--- config.mk ---
export PLATFORM = sky130hd
export DESIGN_NAME = timekeeper_ctrl
export DESIGN_NICKNAME = d
export VERILOG_FILES = /design/src/rtl/timekeeper_pkg.sv /design/src/rtl/btn_debounce.sv /design/src/rtl/timekeeper_ctrl.sv
export SDC_FILE = /design/constraint.sdc
export NUM_CORES = 1
export LEC_CHECK = 0
export BUFFER_PORTS_ARGS = -buffer_cell sky130_fd_sc_hd__clkbuf_2
export CELL_PAD_IN_SITES_DETAIL_PLACEMENT = 1
export CELL_PAD_IN_SITES_GLOBAL_PLACEMENT = 2
export CORE_ASPECT_RATIO = 1.25
export CORE_MARGIN = 2
export CORE_UTILIZATION = 40
export DETAILED_ROUTE_END_ITERATION = 8
export HOLD_SLACK_MARGIN = 0.06
export PLACE_DENSITY = 0.94
export SLEW_MARGIN = 20
export SYNTH_ARGS = -nofsm -noshare
export SYNTH_HDL_FRONTEND = slang
export SYNTH_SLANG_ARGS = --single-unit
--- constraint.sdc ---
create_clock -name clk -period 4.44 [get_ports clk]
set_clock_uncertainty 0.15 [all_clocks]
set_input_delay 0.444 -clock clk [delete_from_list [all_inputs] [get_ports clk]]
set_output_delay 0.444 -clock clk [all_outputs]
set_load 0.02 [all_outputs]
--- src/rtl/timekeeper_pkg.sv ---
// Shared types and constants for the timekeeper controller.
// Holds the FSM state enum, BCD field limits and a BCD increment helper.
package timekeeper_pkg;

    typedef enum logic [1:0] {
        RUN     = 2'd0,
        SET_HR  = 2'd1,
        SET_MIN = 2'd2
    } state_e;

    localparam logic [7:0] SEC_MAX   = 8'h59;
    localparam logic [7:0] MIN_MAX   = 8'h59;
    localparam logic [7:0] HR_MAX_24 = 8'h23;
    localparam logic [7:0] HR_MAX_12 = 8'h12;
    localparam logic [7:0] HR_MIN_12 = 8'h01;

    // Two-digit BCD +1; the ones digit carries at 9.
    // Caller handles the field wrap before the tens digit overflows.
    function automatic logic [7:0] bcd_inc(input logic [7:0] v);
        if (v[3:0] == 4'd9) begin
            return {v[7:4] + 4'd1, 4'd0};
        end
        return {v[7:4], v[3:0] + 4'd1};
    endfunction

endpackage

--- src/rtl/btn_debounce.sv ---
// Two-flop synchroniser, stability debounce and press pulse for one button.
// Ports: clk, rstn (async active-low), btn_n (raw, active-low), press (1-cycle).
module btn_debounce
    import timekeeper_pkg::*;
#(
    parameter int DEBOUNCE_CYCLES = 655
) (
    input  logic clk,
    input  logic rstn,
    input  logic btn_n,
    output logic press
);

    localparam int CW = $clog2(DEBOUNCE_CYCLES + 1);

    logic          sync1_q;
    logic          sync2_q;
    logic          level_q;
    logic          level_d;
    logic [CW-1:0] cnt_q;
    logic [CW-1:0] cnt_d;
    logic          press_q;
    logic          press_d;

    // Counter runs only while the synchronised input disagrees with
    // the accepted level; any agreement restarts the stability window.
    always_comb begin
        level_d = level_q;
        cnt_d   = '0;
        if (sync2_q != level_q) begin
            if (cnt_q == CW'(DEBOUNCE_CYCLES - 1)) begin
                level_d = sync2_q;
            end else begin
                cnt_d = cnt_q + CW'(1);
            end
        end
        press_d = level_q & ~level_d;
    end

    // Released (1) is the reset level so deassertion never looks like a press.
    always_ff @(posedge clk or negedge rstn) begin
        if (!rstn) begin
            sync1_q <= 1'b1;
            sync2_q <= 1'b1;
            level_q <= 1'b1;
            cnt_q   <= '0;
            press_q <= 1'b0;
        end else begin
            sync1_q <= btn_n;
            sync2_q <= sync1_q;
            level_q <= level_d;
            cnt_q   <= cnt_d;
            press_q <= press_d;
        end
    end

    assign press = press_q;

endmodule

--- src/rtl/timekeeper_ctrl.sv ---
// Clock-face controller: BCD time keeping, set/inc button editing, display flags.
// Ports: clk, rstn, pps, fst, btn_set_n, btn_inc_n -> hr/min/sec_bcd, blank_hr,
// blank_min, colon, pm. Define TWELVE_HOUR_EN for a 1..12 hour face with pm.
module timekeeper_ctrl
    import timekeeper_pkg::*;
#(
    parameter int DEBOUNCE_CYCLES = 655
) (
    input  logic       clk,
    input  logic       rstn,
    input  logic       pps,
    input  logic       fst,
    input  logic       btn_set_n,
    input  logic       btn_inc_n,
    output logic [7:0] hr_bcd,
    output logic [7:0] min_bcd,
    output logic [7:0] sec_bcd,
    output logic       blank_hr,
    output logic       blank_min,
    output logic       colon,
    output logic       pm
);

`ifdef TWELVE_HOUR_EN
    localparam logic [7:0] HR_RESET = HR_MAX_12;
`else
    localparam logic [7:0] HR_RESET = 8'h00;
`endif

    logic       set_press;
    logic       inc_press;
    logic       tick;
    logic       pps_q;
    logic       armed_q;
    state_e     state_q;
    state_e     state_d;
    logic [7:0] hr_q;
    logic [7:0] hr_d;
    logic [7:0] min_q;
    logic [7:0] min_d;
    logic [7:0] sec_q;
    logic [7:0] sec_d;
    logic       pm_q;
    logic       pm_d;
    logic       blank_hr_q;
    logic       blank_hr_d;
    logic       blank_min_q;
    logic       blank_min_d;
    logic       colon_q;
    logic       colon_d;
    logic [7:0] hr_inc;
    logic       pm_flip;

    btn_debounce #(
        .DEBOUNCE_CYCLES(DEBOUNCE_CYCLES)
    ) u_db_set (
        .clk  (clk),
        .rstn (rstn),
        .btn_n(btn_set_n),
        .press(set_press)
    );

    btn_debounce #(
        .DEBOUNCE_CYCLES(DEBOUNCE_CYCLES)
    ) u_db_inc (
        .clk  (clk),
        .rstn (rstn),
        .btn_n(btn_inc_n),
        .press(inc_press)
    );

    // armed_q masks the first cycle after reset so a pps that is
    // already high when rstn releases is not taken as a fresh edge.
    assign tick = pps & ~pps_q & armed_q;

`ifdef TWELVE_HOUR_EN
    assign hr_inc  = (hr_q == HR_MAX_12) ? HR_MIN_12 : bcd_inc(hr_q);
    assign pm_flip = (hr_q == 8'h11);
`else
    assign hr_inc  = (hr_q == HR_MAX_24) ? 8'h00 : bcd_inc(hr_q);
    assign pm_flip = 1'b0;
`endif

    always_comb begin
        state_d = state_q;
        hr_d    = hr_q;
        min_d   = min_q;
        sec_d   = sec_q;
        pm_d    = pm_q;
        unique case (state_q)
            RUN: begin
                if (set_press) begin
                    state_d = SET_HR;
                end
                if (tick) begin
                    if (sec_q == SEC_MAX) begin
                        sec_d = 8'h00;
                        if (min_q == MIN_MAX) begin
                            min_d = 8'h00;
                            hr_d  = hr_inc;
                            pm_d  = pm_q ^ pm_flip;
                        end else begin
                            min_d = bcd_inc(min_q);
                        end
                    end else begin
                        sec_d = bcd_inc(sec_q);
                    end
                end
            end
            SET_HR: begin
                // set wins over a simultaneous inc
                if (set_press) begin
                    state_d = SET_MIN;
                end else if (inc_press) begin
                    hr_d = hr_inc;
                    pm_d = pm_q ^ pm_flip;
                end
            end
            SET_MIN: begin
                if (set_press) begin
                    state_d = RUN;
                    sec_d   = 8'h00;
                end else if (inc_press) begin
                    min_d = (min_q == MIN_MAX) ? 8'h00 : bcd_inc(min_q);
                end
            end
            default: begin
                state_d = RUN;
            end
        endcase
        // Flags track the state being entered so they change with it.
        blank_hr_d  = (state_d == SET_HR) & ~fst;
        blank_min_d = (state_d == SET_MIN) & ~fst;
        colon_d     = (state_d == RUN) ? pps : 1'b1;
    end

    always_ff @(posedge clk or negedge rstn) begin
        if (!rstn) begin
            pps_q       <= 1'b0;
            armed_q     <= 1'b0;
            state_q     <= RUN;
            hr_q        <= HR_RESET;
            min_q       <= 8'h00;
            sec_q       <= 8'h00;
            pm_q        <= 1'b0;
            blank_hr_q  <= 1'b0;
            blank_min_q <= 1'b0;
            colon_q     <= 1'b0;
        end else begin
            pps_q       <= pps;
            armed_q     <= 1'b1;
            state_q     <= state_d;
            hr_q        <= hr_d;
            min_q       <= min_d;
            sec_q       <= sec_d;
            pm_q        <= pm_d;
            blank_hr_q  <= blank_hr_d;
            blank_min_q <= blank_min_d;
            colon_q     <= colon_d;
        end
    end

    assign hr_bcd    = hr_q;
    assign min_bcd   = min_q;
    assign sec_bcd   = sec_q;
    assign pm        = pm_q;
    assign blank_hr  = blank_hr_q;
    assign blank_min = blank_min_q;
    assign colon     = colon_q;

endmodule

# After elaboration in Yosys (flattened, before gate mapping)
# Index checks and enable logic that the tools add are counted.
# classes
n_addsub	8
shift	0
reduce_logical	9
n_mux	51
n_bitwise	10
div	0
eq_ne	25
mul	0
magnitude_cmp	0
# ops
operator	n
$mux W8	22
$pmux W8 S2	3
$mux W10	4
$add A4 B1 Y4 const B	6
$add A10 B1 Y10 const B	2
$eq A10 B10 Y1 const B	2
$mux W1	18
$eq A8 B7 Y1 const B	2
$eq A4 B4 Y1 const B	3
$ne A2 B2 Y1 const B	5
$ne A3 B3 Y1 const B	3
$eq A8 B6 Y1 const B	1
$reduce_and A7 Y1	1
$and A1 B1 Y1	6
$mux W2	3
$ne A2 B1 Y1 const B	3
$pmux W2 S3	1
$reduce_and A6 Y1	1
$reduce_and A5 Y1	1
$eq A2 B1 Y1 const B	2
$eq A2 B2 Y1 const B	2
$logic_not A2 Y1	2
$not A1 Y1	4
$reduce_and A4 Y1	1
3 further kinds	5
# totals
register_bits	59
in_bits	6
mem_count	0
out_inout_bits	28
latchBits	0
ram_bits	0
mem_bits_ro	0

# Logic depth before layout (Yosys ltp)
# depth
word_depth	11
ltp_mapped	8

# By module
# A second synthesis with hierarchy kept.
# unflattened
hier_cells	281
hier_area_um2	2969.1
# modules_own_cells
mod	cells_each	n_inst	area_each_um2
timekeeper_ctrl	163	1	1667.8
btn_debounce	59	2	650.6

# Least setup slack after synthesis
# No wires, ideal clock.
# synth_timing
path_kind	reg2reg
start	register sec_q[0], in the netlist sec_bcd[0]
end	register min_q[7], in the netlist min_bcd[7]
synth_period_minus_slack_ns	2.293
setup_slack_ns	2.147
required_time_ns	4.224
n_path_buf	1
path_stages_with_launch	8
arrival_ns	2.077
setup_ns	0.066
path_cell_list	dfrtp_1 -> ha_1 -> nand3b_1 -> o31a_1 -> or3b_1 -> clkbuf_2 -> or4_1 -> nand2_1
# synth_via
elab_chain_cells	3
# synth_rtl
element	line_no	text
start, declared	timekeeper_ctrl.sv:41	logic [7:0] sec_q;
start signal, assigned	timekeeper_ctrl.sv:144	sec_q <= 8'h00;
start signal, assigned	timekeeper_ctrl.sv:155	sec_q <= sec_d;
$eq A8 B7 Y1	timekeeper_ctrl.sv:96	if (sec_q == SEC_MAX) begin
$ne A2 B2 Y1 (no line)	-	
$reduce_and A7 Y1 (no line)	-	
end signal, assigned	timekeeper_ctrl.sv:154	min_q <= min_d;
end, declared	timekeeper_ctrl.sv:39	logic [7:0] min_q;
# No other way between the ends.
# A chain may end at the register's enable or synchronous reset.

# Worst setup path in the final report
# layout_timing
start	register state_q[1]
end	register min_q[7], in the netlist min_bcd[7]
# layout_via
elab_chain_cells	3
elab_cells_between_ends	11
classes_between	eq/ne (7); mux (1); reduce/logical (3)
# layout_rtl
element	line_no	text
start, declared	timekeeper_ctrl.sv:35	state_e state_q;
start signal, assigned	timekeeper_ctrl.sv:152	state_q <= state_d;
$eq A2 B2 Y1 or $logic_not A2 Y1 (tied branches)	timekeeper_ctrl.sv:90	unique case (state_q)
$ne A3 B3 Y1 (no line) (tied with other cells)	-	
$reduce_and A7 Y1 (no line)	-	
# Several ways; a longest one is shown, not always the timed one.

==> metrics <==
status=completed; Die ar.=7820 sq um; Critical path origin=state_q[1]; HPWL Detailed=between 4000 and 5000 um; Critical Path Sink=min_bcd[7]; flop-to-flop setup slack=between 2 and 2.5 ns; crit path DAT=between 2 and 2.5 ns; clock sinks=59; Placed Cells=393; post-synthesis async set-or-reset flop share=100%; Relative slew margins=62.1%; Synth warnings=0; critical-path maximum fanout=11; kind of critical path=register to register; Buffers on Ports=32; top cell type's share of synthesized area=46.5%; Clk pin slew, worst setup/hold paths=roughly 0.070 ns; Layout area overhead=16.2%; CTS buffer count=9; CP startpoint kind=register; post-synth top area cell=dfrtp_1; WL final=5810 um; first-pass GRT wire length=a little over 10000 um; CTS max path bufs=2; # diodes=0; cell with the most instances after synthesis=dfrtp_1; worst-skew pair later-pin latency=0.33 ns; final setup violation count=0; DRC Markers=0; Post-layout nets=339; Mapped Cells=274; first-iteration detailed-routing DRC count=105; Pre-antenna DRT Iters=4; antenna violations before repair=0; ranking of synthesized cells by area=dfrtp_1 47%, ha_1 7.0%, dfstp_2 5.5%; number of synthesized flops with an enable pin=0; gpl congestion=about 0.75; GR Util met3=3.33%; post-route minimum period=2.35 ns; top post-synthesis cells by count=53 x dfrtp_1, 41 x nor2_1, 25 x nand2_1, 17 x xor2_1, 16 x ha_1; global route hottest layer=met2; largest net degree at the start of global routing=39; Fin Setup TNS=0 ns; post-synthesis instance area=2850 sq um; Fmax=426 MHz; Die X=79.5 um; Syn Nets=296; Placeable Area=6930 sq um; met1 usage=20.5%; TritonCTS clock tree=yes; fin. max-slew vios=0; Via density=5.15; RSZ-0062 raised after global routing=no; Worst Path Required=4.57 ns; Hold Vio Cnt, Final=0; Antenna Nets Post-Route=0; Non-Filler Instances=412; share of cells above drive strength 1=around 18%; Post-synth top flop=dfrtp_1; max-cap violations=0; post-CTS setup repair buffer count=0; Starting Density=around 41%; GR Overflow Total=0; R2R depth=5; fin crit share=between 50% and 60%; Chip Height=about 98 um; FF-to-FF End=min_bcd[7]; # IOs=34; met2 usage=27.5%; global-route usage over all layers=16.7%; Site Rows=34; Leakage=1.57 nW; Reg-to-Reg Start=state_q[1]; Root Driver=clkbuf_8; CTS resizes=0; post-synthesis average cell area=10.4 sq um; H-Tree Depth=3; vias in the first global route=2140; Slew @ Worst Pin=0.568 ns; Hold WC Path Type=primary input to register; Yosys cell types=44; via count=~2100; Seq/Total Area, Yosys=between 50% and 60%; Tot Pwr=around 1.2 mW; flops & latches, synth=59; drt wl/cell=14.1 um; Peak VDD IR=0.000189 V; pwr dens=361 nW/um^2; Critical Path Sink Type=register
[report_power, final]
group,switching [mW],internal [mW]
Clock,0.200,0.232
Combinational,0.0947,0.0586
Sequential,0.0389,0.571
Total,0.334,0.861
[worst max-delay path, cell delays in order, from the launching register on]
cell and delay [ns]:
dfrtp_1 0.48, nand4bb_1 0.29, o31a_1 0.39, or3b_1 0.47
or4_1 0.43, nand2_1 0.08
[kinds of logic after synthesis]
logic type | share of synthesized area, %
AO/OA/AOI/OAI | 7.46
XOR/XNOR | 6.76
adder cells (fa/ha/maj) | 7.02
buffers and inverters | 2.02
flip-flops | 52.1
multiplexers | 3.07
other | 0.263
AND/OR/NAND/NOR | 21.3
[how the worst min path moves through the flow]
stage                           from               end  cells past startpoint
floorplan                       rstn           armed_q                      0
global placement    u_db_inc.sync1_q  u_db_inc.sync2_q                      0
detailed placement  u_db_inc.sync1_q  u_db_inc.sync2_q                      0
CTS                              pps             pps_q                      1
global route                     pps             pps_q                      1
finish                           pps             pps_q                      1
[registers in the layout (all words and copies together) (netlist names)]
signal            cells
u_db_inc.press        1
u_db_inc.cnt_q       10
min_bcd               8
u_db_set.sync1_q      1
u_db_set.level_q      1
sec_bcd               8
armed_q               1
u_db_set.cnt_q       10
hr_bcd                8
u_db_inc.sync1_q      1
u_db_set.press        1
u_db_inc.level_q      1
u_db_inc.sync2_q      1
blank_hr              1
state_q               2
pps_q                 1
colon                 1
blank_min             1
u_db_set.sync2_q      1
[layout by cell type (no fill, tap or decap), types with 2 or more instances in the layout]
master,count
dfrtp_1,53
nor2_1,41
clkbuf_2,32
nand2_1,25
xor2_1,17
ha_1,16
o21ai_0,14
nand3_1,11
clkbuf_8,11
inv_1,10
nand4_1,8
mux2_2,6
dfstp_2,6
xnor2_1,5
nand3b_1,5
a21oi_1,5
o31ai_1,5
nor3b_1,4
and3_1,3
or3_1,3
clkbuf_1,3
dlygate4sd3_1,3
nor3_1,2
nor4_1,2
nand2b_1,2
nor2b_1,2
nand4bb_1,2
o31a_1,2
mux2i_1,2
and3b_1,2
a21o_1,2
conb_1,2
clkinv_2,2
[per-stage QoR]
step | setup WS [ns] | util (%) | hold slack, ns | cell area (sq um)
3_5_place_dp | 2.09 | 44.9 | 0.199 | 3110
3_3_place_gp | 2.14 | 44.9 | 0.197 | 3110
6_report | 2.09 | 47.8 | 0.105 | 3310
2_1_floorplan | 2.15 | - | -0.00159 | 2850
4_1_cts | 2.08 | 47.8 | 0.0923 | 3310
5_1_grt | 1.93 | 47.8 | 0.102 | 3310
[what timing repair did]
action                                  4_1_cts  5_1_grt
hold buffers                                  3        0
endpoints found under the setup margin        0        0
hold endpoints to repair                     23        0
[area by class of cell]
class / count / area (sq um)
fill: 789 / 3620
sequential: 59 / 1480
multi-input combinational: 201 / 1310
timing repair buffer: 36 / 198
clock buffer: 14 / 163
tap: 90 / 113
inverter: 10 / 37.5
clock inverter: 2 / 10.0
[layer usage]
| metal | wire length, um | vias to the layer above |
|---|---|---|
| met5 | 0 | - |
| met4 | 142 | 0 |
| met3 | 152 | 12 |
| met2 | 3010 | 30 |
| met1 | 2500 | 1041 |
| li1 | - | 1039 |
Power figures use the tool's default switching activity.
